<file path="src/rtl/pong_pkg.sv">
// Shared constants and types for the AR pong ball path.
package pong_pkg;
  localparam int H_ACTIVE    = 640;
  localparam int V_ACTIVE    = 480;
  localparam int BALL_R      = 8;
  localparam int L_FACE      = 24;
  localparam int R_FACE      = 615;
  localparam int PADDLE_HALF = 32;
  localparam int SPEED_INIT  = 2;
  localparam int SPEED_MAX   = 8;
  localparam int SPEED_Y     = 2;

  localparam int POS_W = 13;
  localparam int SW    = 14;
  localparam int VEL_W = 5;

  typedef logic [POS_W-1:0]        pos_t;
  typedef logic signed [SW-1:0]    spos_t;
  typedef logic signed [VEL_W-1:0] vel_t;

  typedef enum logic [1:0] {
    IDLE,
    SERVE,
    PLAY,
    SCORED
  } state_t;

  localparam pos_t ROW_C   = pos_t'(V_ACTIVE / 2);
  localparam pos_t COL_C   = pos_t'(H_ACTIVE / 2);
  localparam vel_t VX_INIT = vel_t'(SPEED_INIT);
  localparam vel_t VY_INIT = vel_t'(SPEED_Y);
  localparam vel_t VX_MAX  = vel_t'(SPEED_MAX);

  localparam spos_t TOP   = spos_t'(BALL_R);
  localparam spos_t BOT   = spos_t'(V_ACTIVE - 1 - BALL_R);
  localparam spos_t LHIT  = spos_t'(L_FACE + BALL_R);
  localparam spos_t RHIT  = spos_t'(R_FACE - BALL_R);
  localparam spos_t LMISS = spos_t'(BALL_R);
  localparam spos_t RMISS = spos_t'(H_ACTIVE - 1 - BALL_R);
  localparam spos_t REACH = spos_t'(PADDLE_HALF + BALL_R);

  function automatic spos_t sx_pos(input pos_t p);
    return $signed({1'b0, p});
  endfunction

  function automatic spos_t sx_vel(input vel_t v);
    return {{(SW-VEL_W){v[VEL_W-1]}}, v};
  endfunction
endpackage

</file>
<file path="src/rtl/ball_collide.sv">
// One physics step: wall bounce, paddle bounce, miss detection.
module ball_collide
  import pong_pkg::*;
(
  input  pos_t row,
  input  pos_t col,
  input  vel_t vx,
  input  vel_t vy,
  input  pos_t paddle_l_row,
  input  pos_t paddle_r_row,
  output pos_t nxt_row,
  output pos_t nxt_col,
  output vel_t nxt_vx,
  output vel_t nxt_vy,
  output logic miss_l,
  output logic miss_r
);
  spos_t r, c, nr, nc, dl, dr;
  vel_t mag, boost;
  logic near_l, near_r, hit_l, hit_r;

  always_comb begin
    r  = sx_pos(row);
    c  = sx_pos(col);
    nr = r + sx_vel(vy);
    nc = c + sx_vel(vx);
    dl = r - sx_pos(paddle_l_row);
    dr = r - sx_pos(paddle_r_row);
    near_l = (dl <= REACH) && (dl >= -REACH);
    near_r = (dr <= REACH) && (dr >= -REACH);
    mag   = vx[VEL_W-1] ? -vx : vx;
    boost = (mag >= VX_MAX) ? VX_MAX : mag + vel_t'(1);
    // paddle tests use the pre-step row
    hit_l = (vx < vel_t'(0)) && (c >= LHIT)
          && (nc < LHIT) && near_l;
    hit_r = (vx > vel_t'(0)) && (c <= RHIT)
          && (nc > RHIT) && near_r;
    miss_l = !hit_l && (nc < LMISS);
    miss_r = !hit_r && (nc > RMISS);

    nxt_row = nr[POS_W-1:0];
    nxt_vy  = vy;
    if (nr < TOP) begin
      nxt_row = TOP[POS_W-1:0];
      nxt_vy  = -vy;
    end else if (nr > BOT) begin
      nxt_row = BOT[POS_W-1:0];
      nxt_vy  = -vy;
    end

    nxt_col = nc[POS_W-1:0];
    nxt_vx  = vx;
    if (hit_l) begin
      nxt_col = LHIT[POS_W-1:0];
      nxt_vx  = boost;
    end else if (hit_r) begin
      nxt_col = RHIT[POS_W-1:0];
      nxt_vx  = -boost;
    end
  end
endmodule

</file>
<file path="src/rtl/ball_motion.sv">
// Per-frame ball state machine and position/velocity registers.
module ball_motion
  import pong_pkg::*;
#(
  parameter int SERVE_FRAMES = 60
) (
  input  logic             clk,
  input  logic             reset,
  input  logic             frame_tick,
  input  logic             enable,
  input  logic [POS_W-1:0] paddle_l_row,
  input  logic [POS_W-1:0] paddle_r_row,
  output logic [POS_W-1:0] ball_row,
  output logic [POS_W-1:0] ball_col,
  output logic             ball_visible,
  output logic             score_l,
  output logic             score_r
);
  localparam int CW = $clog2(SERVE_FRAMES) + 1;
  localparam logic [CW-1:0] CNT_LAST = CW'(SERVE_FRAMES - 1);

  state_t state_q, state_d;
  logic [CW-1:0] cnt_q, cnt_d;
  pos_t row_q, row_d, col_q, col_d;
  vel_t vx_q, vx_d, vy_q, vy_d;
  logic dir_q, dir_d;
  logic vis_q, vis_d, sl_q, sl_d, sr_q, sr_d;
  logic go_serve, last;

  pos_t nxt_row, nxt_col;
  vel_t nxt_vx, nxt_vy;
  logic miss_l, miss_r;

  ball_collide u_collide (
    .row          (row_q),
    .col          (col_q),
    .vx           (vx_q),
    .vy           (vy_q),
    .paddle_l_row (paddle_l_row),
    .paddle_r_row (paddle_r_row),
    .nxt_row      (nxt_row),
    .nxt_col      (nxt_col),
    .nxt_vx       (nxt_vx),
    .nxt_vy       (nxt_vy),
    .miss_l       (miss_l),
    .miss_r       (miss_r)
  );

  assign last = (cnt_q == CNT_LAST);

  always_comb begin
    state_d  = state_q;
    cnt_d    = cnt_q;
    row_d    = row_q;
    col_d    = col_q;
    vx_d     = vx_q;
    vy_d     = vy_q;
    dir_d    = dir_q;
    vis_d    = vis_q;
    sl_d     = 1'b0;
    sr_d     = 1'b0;
    go_serve = 1'b0;
    if (!enable) begin
      state_d = IDLE;
      cnt_d   = '0;
      row_d   = ROW_C;
      col_d   = COL_C;
      vx_d    = VX_INIT;
      vy_d    = VY_INIT;
      vis_d   = 1'b0;
    end else if (frame_tick) begin
      unique case (state_q)
        IDLE: go_serve = 1'b1;
        SERVE: begin
          if (last) begin
            state_d = PLAY;
            cnt_d   = '0;
          end else begin
            cnt_d = cnt_q + CW'(1);
          end
        end
        PLAY: begin
          // the conceding side serves next
          if (miss_l || miss_r) begin
            state_d = SCORED;
            cnt_d   = '0;
            vis_d   = 1'b0;
            sr_d    = miss_l;
            sl_d    = miss_r;
            dir_d   = miss_l;
          end else begin
            row_d = nxt_row;
            col_d = nxt_col;
            vx_d  = nxt_vx;
            vy_d  = nxt_vy;
          end
        end
        SCORED: begin
          if (last) go_serve = 1'b1;
          else cnt_d = cnt_q + CW'(1);
        end
        default: state_d = IDLE;
      endcase
      if (go_serve) begin
        state_d = SERVE;
        cnt_d   = '0;
        row_d   = ROW_C;
        col_d   = COL_C;
        vis_d   = 1'b1;
        vx_d    = dir_q ? VX_INIT : -VX_INIT;
        vy_d    = VY_INIT;
      end
    end
  end

  always_ff @(posedge clk) begin
    if (reset) begin
      state_q <= IDLE;
      cnt_q   <= '0;
      row_q   <= ROW_C;
      col_q   <= COL_C;
      vx_q    <= VX_INIT;
      vy_q    <= VY_INIT;
      dir_q   <= 1'b1;
      vis_q   <= 1'b0;
      sl_q    <= 1'b0;
      sr_q    <= 1'b0;
    end else begin
      state_q <= state_d;
      cnt_q   <= cnt_d;
      row_q   <= row_d;
      col_q   <= col_d;
      vx_q    <= vx_d;
      vy_q    <= vy_d;
      dir_q   <= dir_d;
      vis_q   <= vis_d;
      sl_q    <= sl_d;
      sr_q    <= sr_d;
    end
  end

  assign ball_row     = row_q;
  assign ball_col     = col_q;
  assign ball_visible = vis_q;
  assign score_l      = sl_q;
  assign score_r      = sr_q;
endmodule

</file>
<file path="config.mk">
export PLATFORM = sky130hd
export DESIGN_NAME = ball_motion
export DESIGN_NICKNAME = d
export VERILOG_FILES = /design/src/rtl/pong_pkg.sv /design/src/rtl/ball_collide.sv /design/src/rtl/ball_motion.sv
export SDC_FILE = /design/constraint.sdc
export NUM_CORES = 1
export LEC_CHECK = 0
export ABC_CLOCK_PERIOD_IN_PS = 6050
export CAP_MARGIN = 0
export CORE_MARGIN = 1
export CORE_UTILIZATION = 45
export DETAILED_ROUTE_END_ITERATION = 8
export PLACE_DENSITY = 0.71
export SLEW_MARGIN = 40
export SYNTH_ARGS = -nofsm -noshare
export SYNTH_HDL_FRONTEND = slang
export SYNTH_SLANG_ARGS = --single-unit
</file>
<file path="constraint.sdc">
create_clock -name clk -period 6.05 [get_ports clk]
set_input_delay 1.21 -clock clk [delete_from_list [all_inputs] [get_ports clk]]
set_output_delay 1.21 -clock clk [all_outputs]
set_load 0.01 [all_outputs]
</file>
==> results of run 1 <==
-- worst paths after layout --
kind,to,depth (start not counted),start
worst max-delay path,vy_q[3]$_SDFFE_PP0P_,14,paddle_r_row[3]
worst min-delay path,ball_visible$_SDFFE_PP0P_,2,ball_visible$_SDFFE_PP0P_
worst max register to register,vy_q[3]$_SDFFE_PP0P_,12,ball_row[1]$_SDFFE_PP0P_
worst min register to register,ball_visible$_SDFFE_PP0P_,2,ball_visible$_SDFFE_PP0P_
-- layout by cell type (no fill, tap or decap), types with 5 or more instances in the layout --
| cell | n |
|---|---|
| dfxtp_1 | 47 |
| o21a_1 | 11 |
| mux2i_1 | 11 |
| or3_1 | 14 |
| xnor2_1 | 22 |
| nor2_1 | 58 |
| o21ai_0 | 46 |
| clkdlybuf4s50_1 | 58 |
| nand2_1 | 60 |
| o211ai_1 | 8 |
| nand2b_1 | 16 |
| and3_1 | 8 |
| xor2_1 | 9 |
| o22ai_1 | 10 |
| o2111ai_1 | 5 |
| a2111oi_0 | 6 |
| nor2b_1 | 13 |
| clkbuf_16 | 5 |
| or2_2 | 10 |
| nand3_1 | 27 |
| a31oi_1 | 11 |
| a211oi_1 | 6 |
| ha_1 | 61 |
| a21o_1 | 13 |
| nor3_1 | 19 |
| inv_1 | 46 |
| a21oi_1 | 60 |
| nand4_1 | 9 |
| and2_1 | 14 |
-- cell families after synthesis --
logic type | count (synthesis) | synth area share (%)
xor gates and xnor gates | 31 | 4.96
other | 1 | 0.0684
and+or+nand+nor | 271 | 25.4
adders and majority gates | 65 | 15.4
buffers and inverters | 66 | 4.82
muxes | 14 | 2.63
DFF | 48 | 17.5
AOI/OAI and AO/OA | 236 | 29.2
-- per-layer routing --
| metal | share of wire (%) | up-vias | GRT usage, % |
|---|---|---|---|
| li1 | - | 2814 | - |
| met1 | 46 | 2674 | 32.1 |
| met2 | 47 | 202 | 41.9 |
| met3 | 5.5 | 24 | 3.35 |
| met4 | 1.9 | 0 | 8.09 |
| met5 | 0 | - | 0 |
-- layout make-up --
type                    instances  area [sq um]  area share (%)
clock inverters                 1          8.76           0.138
flip-flops and latches         48           962            15.2
multi-input cells             618          4260            67.4
repair buffers                 61           603            9.54
inverters                      46           173            2.73
well taps                     143           179            2.83
clock buffers                   6           139            2.20
-- state kept, by name, summed over array words and instances, names as in the netlist --
name / flops
score_r: 1
score_l: 1
cnt_q: 7
vy_q: 4
ball_row: 13
dir_q: 1
ball_visible: 1
ball_col: 13
vx_q: 5
state_q: 2
-- per-stage QoR --
stage / total power (uW) / area (sq um) / std cells
2_1_floorplan: 458 / 5480 / 732
3_3_place_gp: 502 / 6170 / 916
3_5_place_dp: 508 / 6170 / 916
4_1_cts: 793 / 6320 / 923
5_1_grt: 831 / 6320 / 923
6_report: 791 / 6320 / 923
-- Yosys cell counts (5+ instances only) --
cell	n	area share (%)
ha_1	61	14
inv_1	46	3.2
a21o_1	13	1.8
xor2_1	9	1.4
and2_1	14	1.6
o2111ai_1	5	0.80
o21ai_0	46	4.2
nand2_1	60	4.1
o22ai_1	10	1.1
a21oi_1	60	5.5
and3_1	8	0.91
or2_2	10	1.1
nor3_1	19	1.7
a211oi_1	6	0.82
o211ai_1	8	1.1
nor2b_1	14	1.6
nor2_1	59	4.0
nand3_1	27	2.5
or3_1	14	1.6
xnor2_1	22	3.5
o21a_1	11	1.5
a2111oi_0	7	1.1
clkbuf_1	14	0.96
mux2i_1	11	2.0
nand4_1	9	1.0
dfxtp_1	48	18
nand2b_1	16	1.8
a31oi_1	11	1.3
-- worst max-delay path: cells and delay by family --
kind / cells / cell delay (ps)
buf+inv: 2 / 500
simple gates: 2 / 600
compound gates: 8 / 2720
xor+xnor: 1 / 110
fa+ha+maj: 1 / 340
-- power breakdown --
part / internal (uW) / total (uW) / switching [uW]
clock: 163 / 286 / 123
sequential: 318 / 321 / 3.30
combinational: 77.1 / 184 / 107
total: 558 / 791 / 233
==> summary.md, run 1 <==
| Metric | Value |
|---|---|
| Layout area overhead | `15.4%` |
| Final core occ | `54.2%` |
| Reg clk slew, reported paths | `70 ps` |
| Setup-failing EPs final | `0` |
| Worst setup EP type | `register` |
| Final hold viol count | `0` |
| # H-tree levels | `2` |
| Antenna cells | `0` |
| Final HPWL DP | `12.0 mm` |
| Die ar. | `0.0126 sq mm` |
| Num Clock Sinks | `48` |
| Pre-CTS WS | `508 ps` |
| Critical path's most frequent cell | `o211a_1` |
| Final worst slack | `731 ps` |
| R2R setup slack | `1500 ps` |
| Worst rel slew slack | `47.6%` |
| Max cap viols | `0` |
| Minimum clock period after layout | `5320 ps` |
| CTS tree | `built` |
| Yosys warns | `0` |
| Setup crit start kind | `primary input` |
| First-pass GRT wire length | `25.2 mm` |
| Routability cong. | `0.916` |
| Fin crit share | `87.9%` |
| Largest net degree at the start of global routing | `25` |
| Slew @ Worst Pin | `783 ps` |
| Max stage delay on crit path | `620 ps` |
| Worst EP arrival | `5480 ps` |
| Max Freq | `0.188 GHz` |
| Pins Over Slew Limit | `0` |
| DIE WIDTH | `112 microns` |
| Pleak | `0.00270 uW` |
| Die height | `112 microns` |
| HP Class | `register to register` |
| Final Skew | `7.22 ps` |
| CTS Hold Bufs | `0` |
| # DRC | `7` |
| GRT Total Usage | `24.6%` |
| CP required | `6210 ps` |
| Vias in the first global route | `5317` |
| Top FF cell, synth | `dfxtp_1` |
| Unrepaired setup endpoints after global routing | `false` |
| Initial DRC count | `421` |
| Worst hold slack | `476 ps` |
| Setup bufs post-CTS | `0` |
| Cells along the critical path | `clkdlybuf4s50_1, inv_1, ha_1, or2_2, o211a_1, o211a_1, or3_1, a21oi_1, xor2_1, a2111oi_0, o2111a_1, o221ai_2, o311ai_0, a31oi_1` |
| Failing checks | `DRC` |
| Sequential area share after synthesis | `17.5%` |
| TritonCTS Buffers | `5` |
| Setup TNS | `0 ps` |
| Final wirelength | `15.5 mm` |
| Post-synth net total | `827` |
| Share of layout cells above drive strength 1 | `4.62%` |
| VDD IR max | `0.000111 V` |
| Antenna violations before repair | `0` |
| Post-synthesis sequential element count | `48` |
| Crit-path max FO | `15` |
| Top Ports | `59` |
| Root buffer cell | `clkbuf_16` |
| DR WL/cell | `16.8 microns` |
| Status | `complete, but fails checks` |
| Nets@finish | `875` |
| CTS max path bufs | `2` |
| Slowest cell on the critical path | `a2111oi_0` |
| Post-Synthesis Cell Area | `0.00548 sq mm` |
| Via density | `6.19` |
| Remaining Overflow, GRT | `0` |
| Async SR Flop Fraction | `0%` |
| Row count | `39` |
| Pwr/cell area | `125 mW/mm^2` |
| Core region area | `0.0117 sq mm` |
| Synth Area per Inst | `7.48 sq um` |
| Via count | `5714` |
| Clk Latency, worst-skew pair | `300 ps` |
| Number of synthesized flops with an enable pin | `0` |
| Filler cells | `1106` |
| Initial Util | `47.0%` |
| Distinct cells, synth | `72` |
| Kind of critical path | `primary input to register` |
| ANT nets after route | `0` |
| Cells after synthesis | `732` |
| DR pass1 iterations | `7` |
| Post-CTS sizing | `0` |
| Port Buf Inserts | `58` |
Power figures use the tool's default switching activity.
==> inputs of run 2 (changes only) <==
Settings changed: CORE_MARGIN 1 to not set.
==> results of run 2 <==
Same layout as run 1: the final DEF is identical, and so are final timing and power.
==> inputs of run 3 (changes only) <==
Settings changed: ABC_CLOCK_PERIOD_IN_PS 6050 to 4700, PLACE_DENSITY 0.71 to 0.67.
Clock period 6.05 ns to 4.7 ns, I/O delays scaled along.
==> summary.md, run 3 (same netlist as run 1, synthesis figures left out) <==
| Metric | Value |
|---|---|
| Max cap viols | `0 (unchanged)` |
| Status | `complete, but fails checks` |
| Row count | `39 (unchanged)` |
| Final core occ | `56.9% (+2.6 points)` |
| Via count | `5805 (+1.6%)` |
| Via density | `6.05 (-2.3%)` |
| Cells along the critical path | `clkdlybuf4s50_1, ha_1, fa_1, nand2b_1, a21oi_1, xnor2_1, o21ai_0, a2111oi_1, nand4_1, nor3_2, o21ai_1, buf_4, buf_4, a2111oi_1, mux2i_1` |
| Core region area | `0.0117 sq mm (unchanged)` |
| Pins Over Slew Limit | `0 (unchanged)` |
| Share of layout cells above drive strength 1 | `9.06% (+4.4 points)` |
| Worst rel slew slack | `34.5% (-13 points)` |
| Max stage delay on crit path | `480 ps (-140 ps)` |
| Final Skew | `3.52 ps (-3.70 ps)` |
| CTS max path bufs | `2 (unchanged)` |
| Crit-path max FO | `11 (-4)` |
| Worst setup EP type | `register` |
| Remaining Overflow, GRT | `0 (unchanged)` |
| Routability cong. | `0.908 (-0.86%)` |
| Reg clk slew, reported paths | `60 ps (about the same)` |
| Final hold viol count | `0 (unchanged)` |
| Final cell count without fillers | `960 (+4.0%)` |
| Port Buf Inserts | `58 (unchanged)` |
| Final HPWL DP | `12.2 mm (+1.7%)` |
| CTS Hold Bufs | `0 (unchanged)` |
| HP Class | `register to register` |
| Most common cell after layout, fill and taps aside | `ha_1` |
| # DRC | `8 (+1)` |
| Max Freq | `0.220 GHz` |
| ANT nets after route | `0 (unchanged)` |
| Root buffer cell | `clkbuf_16` |
| Setup crit start kind | `primary input` |
| CP required | `4860 ps (-1350 ps)` |
| Most frequent cells in the layout | `61 x ha_1, 60 x nand2_1, 59 x a21oi_1, 59 x nor2_1, 58 x clkdlybuf4s50_1` |
| First-pass GRT wire length | `26.0 mm (+3.0%)` |
| Vias in the first global route | `5602 (+5.4%)` |
| Setup-failing EPs final | `0 (unchanged)` |
| Pleak | `0.00289 uW (+6.8%)` |
| Largest net degree at the start of global routing | `26 (+4.0%)` |
| Num Clock Sinks | `48 (unchanged)` |
| Antenna cells | `0 (unchanged)` |
| Total power | `1040 uW (+31%)` |
| Worst hold slack | `474 ps (-2.12 ps)` |
| DR WL/cell | `16.2 microns (-3.4%)` |
| Initial Util | `47.0% (unchanged)` |
| Clk Latency, worst-skew pair | `300 ps (about the same)` |
| Slew @ Worst Pin | `957 ps (+174 ps)` |
| Filler cells | `1110 (+0.36%)` |
| Dpl cells | `952 (+3.9%)` |
| Layout area overhead | `21.0%` |
| Antenna violations before repair | `0 (unchanged)` |
| Final wirelength | `15.6 mm (+0.49%)` |
| GRT Total Usage | `25.1% (+0.52 points)` |
| Die height | `112 microns (unchanged)` |
| Fin crit share | `96.6%` |
| DR pass1 iterations | `7 (unchanged)` |
| Pwr/cell area | `156 mW/mm^2 (+25%)` |
| Pre-CTS WS | `-238 ps (-746 ps)` |
| Worst EP arrival | `4700 ps (-780 ps)` |
| CTS tree | `built` |
| Failing checks | `DRC` |
| Die ar. | `0.0126 sq mm (unchanged)` |
| Slowest cell on the critical path | `a2111oi_1` |
| # H-tree levels | `2 (unchanged)` |
| Initial DRC count | `400 (-5.0%)` |
| DIE WIDTH | `112 microns (unchanged)` |
| Nets@finish | `912 (+4.2%)` |
| VDD IR max | `0.000130 V (+17%)` |
| Minimum clock period after layout | `4540 ps` |
| Final worst slack | `162 ps (-569 ps)` |
| TritonCTS Buffers | `5 (unchanged)` |
| Kind of critical path | `primary input to register` |
| Top Ports | `59 (unchanged)` |
==> run 3: where the power goes <==
| part | total (uW) | internal [uW] | switching, uW |
|---|---|---|---|
| registers | 412 | 409 | 3.06 |
| clock network | 369 | 210 | 159 |
| logic | 255 | 111 | 144 |
==> run 3: cell type report <==
class,count,area [sq um],share of cell area (%)
repair buffers,98,881,13.3
well taps,143,179,2.70
clock buffers,6,139,2.09
clock inverters,1,8.76,0.132
multi-input cells,618,4290,64.7
flip-flops and latches,48,961,14.5
inverters,46,173,2.60
==> run 3: worst max-delay path, delay by kind of cell <==
family,cells,cell delay [ps]
compound gates,5,1400
buf+inv,3,760
simple gates,3,670
fa+ha+maj,2,620
xor+xnor,1,170
mux,1,160
==> run 3: path summary, 6_finish.rpt <==
| kind | slack (ps) | from | end | depth (start not counted) |
|---|---|---|---|---|
| setup / recovery | 160 | paddle_l_row[0] | vx_q[1]$_SDFFE_PP1P_ | 15 |
| hold / removal | 470 | ball_visible$_SDFFE_PP0P_ | ball_visible$_SDFFE_PP0P_ | 2 |
| setup reg to reg | 450 | vx_q[0]$_SDFFE_PP0P_ | ball_row[5]$_SDFFE_PP1P_ | 14 |
| hold reg to reg | 470 | ball_visible$_SDFFE_PP0P_ | ball_visible$_SDFFE_PP0P_ | 2 |
==> run 3: through the flow <==
step	setup TNS (ps)	instance area (sq um)
floorplan	0	5480
global placement	-1000	6440
detailed placement	-2950	6440
CTS	0	6590
global route	-147	6630
finish	0	6630
==> run 3: what timing repair did <==
action,CTS,global route
resized for setup,0,9
setup buffers,0,1
setup endpoints to repair,0,30
==> run 3: per-layer routing <==
metal	global-route usage, %	part of all wire, %
met2	40.5	45
met1	34.0	46
met4	10.4	2.5
met5	0	0
met3	3.13	6.1
==> RTL change (config.mk and constraints of run 3) <==
Put one more register stage on the output `ball_col`, with the module's reset. The value now appears one clock later. The other outputs are not delayed to match.
--- a/src/rtl/ball_motion.sv
+++ b/src/rtl/ball_motion.sv
@@ -142,3 +142,9 @@
   assign ball_row     = row_q;
-  assign ball_col     = col_q;
+  always_ff @(posedge clk) begin
+    if (reset) begin
+      ball_col <= '0;
+    end else begin
+      ball_col <= col_q;
+    end
+  end
   assign ball_visible = vis_q;
Function: changed (a bounded check fails within 4 cycles, from zero or initial values and one cycle with reset high).
==> RTL change against run 3 <==
- design area up 11%
- sequential cell count up 13
- final cell count up 8.6%
- sequential power up 28%
- setup slack better by 36 ps
- synthesized area up 10%
- power up 36%
- wire length up 11%
- clock skew up 3.9 ps
==> RTL change: results <==
group,metric,value,unit
status,status,"complete, no violations",
cells_and_area,final_nets,961,
place,gp_congestion,0.908,
clocking,clk_pin_slew,50,ps
place,dp.cells,1027,
drt,drtPass1Iterations,5,
setup_path,r2r_cells,14,
global_routing,grt_max_degree,28,
setup_path,worstPathMaxFanout,4,
timing,fin_crit,4500,ps
drt,vias,6223,
cells_and_area,antenna_cells,0,
synth,yosys-top-cells-count,"a21oi_1 (69), dfxtp_1 (61), ha_1 (61)",
setup_path,r2r_slack,410,ps
pwr,clockPowerShare,42.2,%
synth,synthArstFlopShare,0,%
place,dp_hpwl,13.6,mm
global_routing,antenna_found_initial,0,
setup_path,slowest_stage,"or4_4",
place,dpl_cell_area,0.00705,mm2
timing,tightest_slew,851,ps
place,portBuffers,58,
pwr,peakVddDrop,204,uV
drt,viasPerCell,5.97,
synth,ys_types,77,
drt,met1Wirelength,7.93,mm
place,dp_slack,-144,ps
min_path,min_path_type,"flip-flop to flip-flop",
synth,synth_nets,876,
synth,synth_area_per_cell,7.74,um2
timing,skew,7.41,ps
synth,synth_area_leaders,"dfxtp_1 (20%), ha_1 (13%), a21oi_1 (5.7%), o21ai_0 (3.7%), inv_1 (3.4%)",
drt,wl_met2,8.20,mm
setup_path,cpLargestDelayFamily,"simple AND/OR/NAND/NOR gates",
pwr,seqPwrFrac,37.4,%
timing,hold_slack,472,ps
global_routing,track_usage,25.0,%
drt,met3WireLength,898,um
setup_path,arrival,4770,ps
synth,synth_top_area_share,20.2,%
drt,drt_iter0_markers,423,
cells_and_area,layout-drive-gt1-share,9.64,%
min_path,whs_path_depth,1,
pwr,p_total,1410,uW
pwr,intPower,1010,uW
drt,top_layer,"met4",
global_routing,grt_pass1_wl,28.2,mm
synth,seq_area_frac_synth,20.2,%
clocking,cts.path.max_buffers,2,
clocking,clk_latency,340,ps
drt,wl,17.3,mm
clocking,clockRootBuffer,"clkbuf_16",
clocking,cts_made_buffers,9,
synth,synth_warnings,0,
global_routing,grt_pass1_vias,5784,
clocking,cts.htree.levels,3,
setup_path,cp_slowest_stage_delay,560,ps
pwr,p_leak,0.00310,uW
RTL change: changes by cell type after synthesis, sizes merged, moves of 5 or more:
| cell | before | now |
|---|---|---|
| a21oi | 60 | 72 |
| nor2 | 59 | 54 |
| nor4 | 3 | 8 |
| and3 | 8 | 16 |
| and2 | 14 | 6 |
| dfxtp | 48 | 61 |
| xor2 | 9 | 17 |
| nor2b | 14 | 30 |
| o211ai | 8 | 16 |
| nand2 | 60 | 51 |
| a21o | 13 | 18 |
| inv | 46 | 55 |
RTL change: path summary, 6_finish.rpt:
check | start | end
min | cnt_q[6] | cnt_q[6]
max reg2reg | vx_q[0] | cnt_q[5]
max | paddle_l_row[0] | vx_q[0]
min reg2reg | cnt_q[6] | cnt_q[6]
RTL change: cell type report:
cell class | instances | area (um2)
clock buffer | 10 | 229
clock inverter | 6 | 38.8
fill | 1158 | 5550
inverter | 55 | 206
multi-input combinational | 640 | 4520
sequential | 61 | 1220
tap | 172 | 215
timing repair buffer | 99 | 901
RTL change: per-layer routing:
metal	vias to the layer above	GRT usage [%]
met1	2931	32.0
li1	3095	-
met4	0	7.37
met2	169	41.8
met5	-	0
met3	28	5.28
RTL change: timing repair:
action	in CTS	in global routing
setup endpoints to repair	0	5
gates resized for setup	0	4
hold buffers	0	0
setup buffers	0	0
hold endpoints to repair	0	0
RTL change: cells by family (layout without fill, tap and decap cells):
| family | after synthesis | count (layout) | synth area share, % |
|---|---|---|---|
| multiplexers | 12 | 12 | 1.99 |
| AO/OA/AOI/OAI | 267 | 267 | 30.9 |
| buffers and inverters | 80 | 170 | 5.36 |
| other | 1 | 1 | 0.0620 |
| adder cells (fa/ha/maj) | 65 | 65 | 14.0 |
| AND/OR/NAND/NOR | 260 | 260 | 22.5 |
| XOR/XNOR | 35 | 35 | 5.07 |
| flip-flops | 61 | 61 | 20.2 |
